--- config.mk ---
export PLATFORM = sky130hd
export DESIGN_NAME = uart_tx_arbiter
export DESIGN_NICKNAME = d
export VERILOG_FILES = /design/src/rtl/uart_tx_arbiter.sv
export SDC_FILE = /design/constraint.sdc
export NUM_CORES = 1
export LEC_CHECK = 0
export CELL_PAD_IN_SITES_DETAIL_PLACEMENT = 0
export CELL_PAD_IN_SITES_GLOBAL_PLACEMENT = 2
export CORE_MARGIN = 2
export CORE_UTILIZATION = 27
export CTS_BUF_LIST = sky130_fd_sc_hd__clkbuf_16
export DETAILED_ROUTE_END_ITERATION = 8
export PLACE_DENSITY_LB_ADDON = 0.08
export RECOVER_POWER = 50
export SLEW_MARGIN = 20
export SYNTH_ARGS = -nofsm -noshare
export SYNTH_HDL_FRONTEND = slang
export SYNTH_SLANG_ARGS = --single-unit
--- constraint.sdc ---
create_clock -name i_clk -period 10.5 [get_ports i_clk]
set_input_delay 1.575 -clock i_clk [delete_from_list [all_inputs] [get_ports i_clk]]
set_output_delay 1.575 -clock i_clk [all_outputs]
set_load 0.01 [all_outputs]
--- src/rtl/uart_tx_arbiter.sv ---
// Round-robin arbiter sharing one byte-wide UART transmitter among NREQ requesters.
// Define UART_ARB_TAG_EN to prefix a requester-id tag byte whenever the grant changes hands.
module uart_tx_arbiter #(
    parameter int unsigned NREQ        = 4,
    parameter int unsigned IDW         = 2,
    parameter int unsigned ACK_TIMEOUT = 16
) (
    input  logic              i_clk,
    input  logic              i_reset,
    input  logic [NREQ-1:0]   i_req_valid,
    input  logic [8*NREQ-1:0] i_req_data,
    output logic [NREQ-1:0]   o_req_ready,
    output logic              o_tx_wr,
    output logic [7:0]        o_tx_data,
    input  logic              i_tx_busy,
    output logic [IDW-1:0]    o_grant_id,
    output logic              o_active,
    output logic              o_timeout
);

    localparam int unsigned CNTW = $clog2(ACK_TIMEOUT + 1);

    typedef enum logic [1:0] {
        IDLE    = 2'd0,
        ISSUE   = 2'd1,
        WAIT_HI = 2'd2,
        WAIT_LO = 2'd3
    } state_e;

    state_e            state_q, state_d;
    logic [NREQ-1:0]   ready_q, ready_d;
    logic              tx_wr_q, tx_wr_d;
    logic [7:0]        tx_data_q, tx_data_d;
    logic [IDW-1:0]    grant_q, grant_d;
    logic              active_q, active_d;
    logic              timeout_q, timeout_d;
    logic [CNTW-1:0]   cnt_q, cnt_d;

`ifdef UART_ARB_TAG_EN
    logic              pend_q, pend_d;
    logic [7:0]        hold_q, hold_d;
    logic              first_q, first_d;
`endif

    logic              pick_found_c;
    logic [IDW-1:0]    pick_idx_c;
    logic [7:0]        pick_data_c;
    int unsigned       pick_dist_c;

    // Distance 0 is the requester right after the last grant; the last grant itself is farthest.
    always_comb begin
        pick_found_c = 1'b0;
        pick_idx_c   = '0;
        pick_data_c  = '0;
        pick_dist_c  = NREQ;
        for (int unsigned j = 0; j < NREQ; j++) begin
            if (i_req_valid[j] &&
                (((j + NREQ - 1 - 32'(grant_q)) % NREQ) < pick_dist_c)) begin
                pick_found_c = 1'b1;
                pick_idx_c   = IDW'(j);
                pick_data_c  = i_req_data[8*j +: 8];
                pick_dist_c  = (j + NREQ - 1 - 32'(grant_q)) % NREQ;
            end
        end
    end

    always_comb begin
        state_d   = state_q;
        ready_d   = '0;
        tx_wr_d   = tx_wr_q;
        tx_data_d = tx_data_q;
        grant_d   = grant_q;
        active_d  = active_q;
        timeout_d = 1'b0;
        cnt_d     = cnt_q;
`ifdef UART_ARB_TAG_EN
        pend_d    = pend_q;
        hold_d    = hold_q;
        first_d   = first_q;
`endif
        case (state_q)
            IDLE: begin
                tx_wr_d = 1'b0;
                if (!i_tx_busy && pick_found_c) begin
                    ready_d   = NREQ'(1) << pick_idx_c;
                    tx_data_d = pick_data_c;
                    grant_d   = pick_idx_c;
                    active_d  = 1'b1;
                    state_d   = ISSUE;
`ifdef UART_ARB_TAG_EN
                    first_d = 1'b0;
                    if (first_q || (pick_idx_c != grant_q)) begin
                        tx_data_d = {4'hA, 1'b0, 3'(pick_idx_c)};
                        hold_d    = pick_data_c;
                        pend_d    = 1'b1;
                    end
`endif
                end
            end
            ISSUE: begin
                tx_wr_d = 1'b1;
                cnt_d   = '0;
                state_d = WAIT_HI;
            end
            WAIT_HI: begin
                if (i_tx_busy) begin
                    tx_wr_d = 1'b0;
                    state_d = WAIT_LO;
                end else if (cnt_q == CNTW'(ACK_TIMEOUT - 1)) begin
                    // Transmitter never acknowledged: drop the byte (and any pending data byte).
                    tx_wr_d   = 1'b0;
                    timeout_d = 1'b1;
                    active_d  = 1'b0;
                    state_d   = IDLE;
`ifdef UART_ARB_TAG_EN
                    pend_d    = 1'b0;
`endif
                end else begin
                    cnt_d = cnt_q + CNTW'(1);
                end
            end
            WAIT_LO: begin
                if (!i_tx_busy) begin
                    active_d = 1'b0;
                    state_d  = IDLE;
`ifdef UART_ARB_TAG_EN
                    if (pend_q) begin
                        active_d  = 1'b1;
                        tx_data_d = hold_q;
                        pend_d    = 1'b0;
                        state_d   = ISSUE;
                    end
`endif
                end
            end
            default: state_d = IDLE;
        endcase
    end

    always_ff @(posedge i_clk) begin
        if (i_reset) begin
            state_q   <= IDLE;
            ready_q   <= '0;
            tx_wr_q   <= 1'b0;
            tx_data_q <= 8'h00;
            grant_q   <= IDW'(NREQ - 1);
            active_q  <= 1'b0;
            timeout_q <= 1'b0;
            cnt_q     <= '0;
        end else begin
            state_q   <= state_d;
            ready_q   <= ready_d;
            tx_wr_q   <= tx_wr_d;
            tx_data_q <= tx_data_d;
            grant_q   <= grant_d;
            active_q  <= active_d;
            timeout_q <= timeout_d;
            cnt_q     <= cnt_d;
        end
    end

`ifdef UART_ARB_TAG_EN
    always_ff @(posedge i_clk) begin
        if (i_reset) begin
            pend_q  <= 1'b0;
            hold_q  <= 8'h00;
            first_q <= 1'b1;
        end else begin
            pend_q  <= pend_d;
            hold_q  <= hold_d;
            first_q <= first_d;
        end
    end
`endif

    assign o_req_ready = ready_q;
    assign o_tx_wr     = tx_wr_q;
    assign o_tx_data   = tx_data_q;
    assign o_grant_id  = grant_q;
    assign o_active    = active_q;
    assign o_timeout   = timeout_q;

endmodule

==> key figures, run 1 <==
Status
  – Outcome: finished, final reports clean

STA
  – Max Freq: 164 MHz
  – RSZ-0062 raised after global routing: no
  – Setup Skew: 3.64 ps
  – Tightest Pin Transition: 636 ps
  – Fin. max-slew vios: 0
  – Slew HR: 57.6%
  – Minimum clock period: 6090 ps
  – Period utilisation layout: 58.0%
  – Final setup viols: 0
  – Setup TNS: 0 ps
  – Final Hold Vio Count: 0

Clock network
  – Cts hold-fix bufs: 0
  – CTS tree: yes
  – Post-CTS setup buffers: 0
  – Root Buffer Master: clkbuf_16
  – Total CTS buffers: 3
  – PostCTS Resize Cnt: 0
  – CTS sink count: 24
  – Clock transition at the registers of the reported paths: 60 ps
  – CTS max path bufs: 2
  – Skew-Pair Late Insertion Delay: 250 ps
  – H-tree levels: 1

Yosys
  – Main combinational cell family by area after synthesis: compound AO/OA/AOI/OAI gates
  – Primary FF master, synth: dfxtp_1
  – Ys Warns: 0
  – Netlist cell types: 48
  – Mux share of post-synthesis cell area: 7.12%
  – Sequential area share after synthesis: 33.7%
  – Ys async rst share: 0%
  – Synthesized area: 0.00142 mm^2
  – Post-synthesis compound-gate area fraction: 27.2%
  – Post-synth EDFFs: 0
  – XOR/XNOR Fraction of Synth Area: 1.85%
  – #FFs+latches synth: 24
  – Post-Synth Simple-Gate Area: 17.2%
  – Mean area per synthesized cell: 9.25 um^2
  – Mapped Cells: 154
  – Syn Nets: 202
  – Post-synthesis adder-cell area fraction: 7.91%

Global routing
  – Initial antenna violation count: 0
  – Number of global-route vias before repair: 1352
  – First-pass GRT wire length: 6.67 mm
  – Largest net degree at the start of global routing: 15
  – Grt total ovfl: 0
  – Gr usage total: 13.8%

Power and ir drop
  – Pwr Density: 223 mW/mm^2
  – VDD IR max: 0.000129 V
  – Leakage power: 0.885 nW

Floorplan
  – Core Area: 0.00511 mm^2
  – Rows: 26
  – Die Span X: 76.6 um
  – I/O Pins: 56
  – Starting Density: 27.9%
  – Die H: 76.6 um
  – Die outline area: 0.00587 mm^2

Critical path
  – Largest stage delay, worst path: 620 ps
  – Critical path, cell by cell: clkdlybuf4s50_1, nand2_1, ha_1, a21o_1, a21oi_2, nor2_1, a21oi_1, ha_1, and4b_1, a22oi_4, mux2_2, ha_1, a21oi_1, o21ai_1, a31oi_4, nand2b_4, o21ai_1
  – Kind of cell adding the most delay to the critical path: compound AO/OA/AOI/OAI gates
  – Crit path arrival time: 6230 ps
  – Startpoint Class: input pin
  – Bufs and invs on worst path: 1
  – Slowest CP cell: clkdlybuf4s50_1
  – Setup crit end kind: flip-flop
  – Cell mode on critical path: ha_1
  – Crit Path Class: input pin to flip-flop
  – Worst EP required: 10640 ps
  – Max FO, Critical Path: 14

Min path
  – Hold/Removal Path Class: flip-flop to flip-flop

Run
  – Max_cap viols: 0

Placed design
  – Quantity of I/O buffers inserted on ports: 55
  – Detailed Place HPWL: 3.04 mm
  – Gpl congestion: 0.736

Route
  – Drt via density: 4.92
  – Starting DRT DRC Count: 22
  – Antenna-violating nets left: 0
  – Drt pass-1 iters: 4
  – DR vias: 1352
  – Detailed-route DRC error count: 0
  – Mean routed wirelength per cell: 14.5 um
  – WL final: 3.98 mm

Finish
  – Final core utilization: 41.6%
  – Layout cells sized above 1: 6.34%
  – NumNets Final: 254
  – Layout area overhead: 49.3%
  – Antenna Cells: 0
-- through the flow --
step / instance area (um^2) / setup slack (ps) / hold WS, ps / power, mW / instances
floorplan: 1420 / 5640 / 464 / 0.297 / 154
global placement: 2020 / 3890 / 466 / 0.371 / 271
detailed placement: 2020 / 3750 / 467 / 0.375 / 271
CTS: 2120 / 4010 / 484 / 0.487 / 275
global route: 2130 / 4080 / 512 / 0.514 / 275
finish: 2130 / 4410 / 470 / 0.474 / 275
-- synth_stat cells (2+ instances only) --
cell / instances / area share [%]
nor2_1: 10 / 2.6
clkbuf_1: 3 / 0.79
mux2i_1: 9 / 6.3
nand2b_1: 3 / 1.3
xor2_1: 3 / 1.8
a22o_1: 8 / 4.9
nor3_1: 4 / 1.4
nor2b_1: 2 / 0.88
nand2_1: 6 / 1.6
dfxtp_1: 24 / 34
a21oi_1: 10 / 3.5
ha_1: 9 / 7.9
buf_2: 3 / 1.1
a32oi_1: 9 / 5.5
o21ai_1: 10 / 3.5
o21ai_0: 2 / 0.70
nand3_1: 2 / 0.70
inv_1: 7 / 1.8
-- cells in the final DEF, fill, tap and decap left out, drive strengths merged, types with 3 or more instances in the layout --
master         Yosys  layout
clkdlybuf4s50      0      38
nand2              6       6
a22o               8       8
dfxtp             24      24
mux2i              9       9
nor3               5       5
nor2              10      10
o21ai             12      12
nand2b             4       4
ha                 9       9
clkbuf             3       3
xor2               3       3
a21oi             11      11
inv                7       7
a32oi              9       9
dlygate4sd3        0      17
-- power by group --
group / internal [mW] / leakage [nW] / switching [mW]
combinational: 0.114 / 0.638 / 0.125
sequential: 0.112 / 0.196 / 0.0154
clock: 0.0757 / 0.0511 / 0.0321
total: 0.302 / 0.885 / 0.172
-- cell type report --
type,count,area [um^2]
fillers,506,2980
inverters,7,26.3
flip-flops and latches,24,480
clock inverters,1,30.0
multi-input cells,115,876
well taps,70,87.6
repair buffers,55,551
clock buffers,3,75.1
-- final timing paths --
kind              cells past startpoint                       start                        end  slack, ps
setup / recovery                     17              i_req_valid[0]  o_tx_data[3]$_SDFFE_PP0P_       4410
hold / removal                        2   o_tx_data[6]$_SDFFE_PP0P_  o_tx_data[6]$_SDFFE_PP0P_        470
setup reg to reg                     16  o_grant_id[0]$_SDFFE_PP1P_  o_tx_data[3]$_SDFFE_PP0P_       5730
hold reg to reg                       2   o_tx_data[6]$_SDFFE_PP0P_  o_tx_data[6]$_SDFFE_PP0P_        470
-- logic make-up (layout without fill, tap and decap cells) --
| logic type | count (synthesis) | in the layout |
|---|---|---|
| and+or+nand+nor | 41 | 41 |
| xor gates and xnor gates | 3 | 3 |
| adders and majority gates | 9 | 9 |
| DFF | 24 | 24 |
| muxes | 10 | 10 |
| AOI/OAI and AO/OA | 52 | 52 |
| buffers and inverters | 15 | 66 |
-- state kept, by name, summed over array words and instances, names as in the netlist --
name,cells
o_grant_id,2
o_req_ready,4
state_q,2
o_tx_data,8
o_tx_wr,1
o_active,1
cnt_q,5
o_timeout,1
-- layer usage --
layer / vias to the layer above / share of wire [%] / track usage (%)
met5: - / 0 / 0
met4: 0 / 0.43 / 2.18
met3: 2 / 4.2 / 2.84
met2: 34 / 53 / 26.0
met1: 635 / 42 / 16.2
li1: 681 / - / -
-- worst min-delay path: stages (launching register included) --
cell and delay [ps]:
dfxtp_1 320, a32oi_1 50, o21ai_1 70
Power figures use the tool's default switching activity.
==> inputs of run 2 (changes only) <==
--- a/config.mk
+++ b/config.mk
@@ -8,7 +8,7 @@
 export CELL_PAD_IN_SITES_DETAIL_PLACEMENT = 0
 export CELL_PAD_IN_SITES_GLOBAL_PLACEMENT = 2
 export CORE_MARGIN = 2
-export CORE_UTILIZATION = 27
+export CORE_UTILIZATION = 22
 export CTS_BUF_LIST = sky130_fd_sc_hd__clkbuf_16
 export DETAILED_ROUTE_END_ITERATION = 8
 export PLACE_DENSITY_LB_ADDON = 0.08
==> constraint.sdc (replaced) <==
create_clock -name i_clk -period 5.6 [get_ports i_clk]
set_input_delay 0.84 -clock i_clk [delete_from_list [all_inputs] [get_ports i_clk]]
set_output_delay 0.84 -clock i_clk [all_outputs]
set_load 0.01 [all_outputs]
==> key figures, run 2 (synthesis gave the netlist of run 1 again) <==
STA
  – Max Freq: 212 MHz
  – Final Hold Vio Count: 0
  – Slew HR: 59.3%
  – Final setup viols: 0
  – Minimum clock period: 4720 ps
  – Period utilisation layout: 84.4%
  – Tightest Pin Transition: 609 ps
  – RSZ-0062 raised after global routing: no
  – Setup TNS: 0 ps
  – PnR worst setup slack: 875 ps
  – Fin. max-slew vios: 0
  – Setup Skew: 5.90 ps

Floorplan
  – Die Span X: 84.5 um
  – Core Area: 0.00631 mm^2
  – I/O Pins: 56
  – Rows: 29
  – Starting Density: 22.6%
  – Die outline area: 0.00713 mm^2
  – Die H: 84.5 um

Route
  – Drt pass-1 iters: 4
  – Detailed-route DRC error count: 0
  – Starting DRT DRC Count: 35
  – Drt via density: 4.66
  – Antenna-violating nets left: 0
  – Mean routed wirelength per cell: 14.0 um
  – DR vias: 1327
  – WL final: 4.00 mm

Placed design
  – Gpl congestion: 0.717
  – Detailed Place HPWL: 3.15 mm
  – Dpl ws: 593 ps
  – Placed cell area: 0.00205 mm^2
  – Quantity of I/O buffers inserted on ports: 55

Clock network
  – CTS tree: yes
  – Total CTS buffers: 3
  – Post-CTS setup buffers: 0
  – Cts hold-fix bufs: 0
  – CTS max path bufs: 2
  – H-tree levels: 1
  – PostCTS Resize Cnt: 0
  – Root Buffer Master: clkbuf_16
  – CTS sink count: 24
  – Skew-Pair Late Insertion Delay: 260 ps
  – Clock transition at the registers of the reported paths: 60 ps

Global routing
  – Number of global-route vias before repair: 1308
  – Grt total ovfl: 0
  – Gr usage total: 11.1%
  – Initial antenna violation count: 0
  – Largest net degree at the start of global routing: 15
  – First-pass GRT wire length: 6.46 mm

Critical path
  – Setup crit end kind: flip-flop
  – Worst EP required: 5740 ps
  – Largest stage delay, worst path: 610 ps
  – Startpoint Class: input pin
  – Crit Path Class: input pin to flip-flop
  – Crit path arrival time: 4870 ps
  – Max FO, Critical Path: 14
  – Critical path, cell by cell: clkdlybuf4s50_1, nand2_1, ha_1, a21o_1, a21oi_1, buf_4, nor2_1, a21oi_1, ha_1, and4b_1, a22oi_4, mux2_2, ha_1, a21oi_1, o21ai_1, a31oi_4, nand2b_4, o21ai_1
  – Slowest CP cell: clkdlybuf4s50_1

Power and ir drop
  – Leakage power: 0.884 nW
  – Tot Pwr: 0.856 mW
  – VDD IR max: 0.000159 V
  – Pwr Density: 403 mW/mm^2

Finish
  – Layout cells sized above 1: 6.73%
  – Antenna Cells: 0
  – Most frequent cells in the layout: clkdlybuf4s50_1, dfxtp_1, dlygate4sd3_1
  – Max reg flops: 8
  – Commonest non-fill, non-tap cell in the layout: clkdlybuf4s50_1
  – Layout area overhead: 49.4%
  – Post-route cell area: 0.00213 mm^2
  – NumNets Final: 257

Min path
  – Hold/Removal Path Class: flip-flop to flip-flop

Run
  – Max_cap viols: 0

Status
  – Outcome: finished, final reports clean
## run 2: cell count changes in the layout (fill, tap and decap cells not counted), sizes merged
| cell | previous run | this run |
|---|---|---|
| buf | 0 | 3 |
| dlygate4sd3 | 17 | 18 |
| clkdlybuf4s50 | 38 | 37 |
| clkinv | 0 | 1 |
| bufinv | 1 | 0 |
## run 2: routing by layer
metal / routed length (um) / vias to the layer above / track usage [%]
li1: - / 685 / -
met1: 2030 / 604 / 15.7
met3: 158 / 5 / 2.16
met5: 0 / - / 0
met2: 1760 / 33 / 17.2
met4: 47 / 0 / 3.46
## run 2: final cells by class
class                           instances  area, um^2
Tap cell                               77        96.3
Timing Repair Buffer                   58         573
Multi-Input combinational cell        115         872
Inverter                                7        26.3
Fill cell                             683        4190
Clock inverter                          1        3.75
Sequential cell                        24         480
Clock buffer                            3        75.1
## run 2: critical path, delay by kind of cell
kind | cells | cell delay [ps]
AND/OR/NAND/NOR | 4 | 660
AO/OA/AOI/OAI | 8 | 1440
buffers and inverters | 2 | 790
adder cells (fa/ha/maj) | 3 | 780
multiplexers | 1 | 350
## run 2: final timing paths
path	from	depth (start not counted)	slack, ps	to
hold / removal	o_tx_data[1]$_SDFFE_PP0P_	2	470	o_tx_data[1]$_SDFFE_PP0P_
setup reg to reg	o_grant_id[0]$_SDFFE_PP1P_	17	1450	o_tx_data[6]$_SDFFE_PP0P_
setup / recovery	i_req_valid[0]	18	880	o_tx_data[6]$_SDFFE_PP0P_
hold reg to reg	o_tx_data[1]$_SDFFE_PP0P_	2	470	o_tx_data[1]$_SDFFE_PP0P_
## run 2: per-stage QoR
step,instances,util (%),hold slack [ps]
2_1_floorplan,154,-,464
4_1_cts,285,33.7,485
3_5_place_dp,281,32.4,467
6_report,285,33.7,474
3_3_place_gp,281,32.4,463
5_1_grt,285,33.7,503
## run 2: report_power, final
part	internal [mW]	switching, mW
Clock	0.0955	0.0630
Sequential	0.210	0.0297
Combinational	0.220	0.237
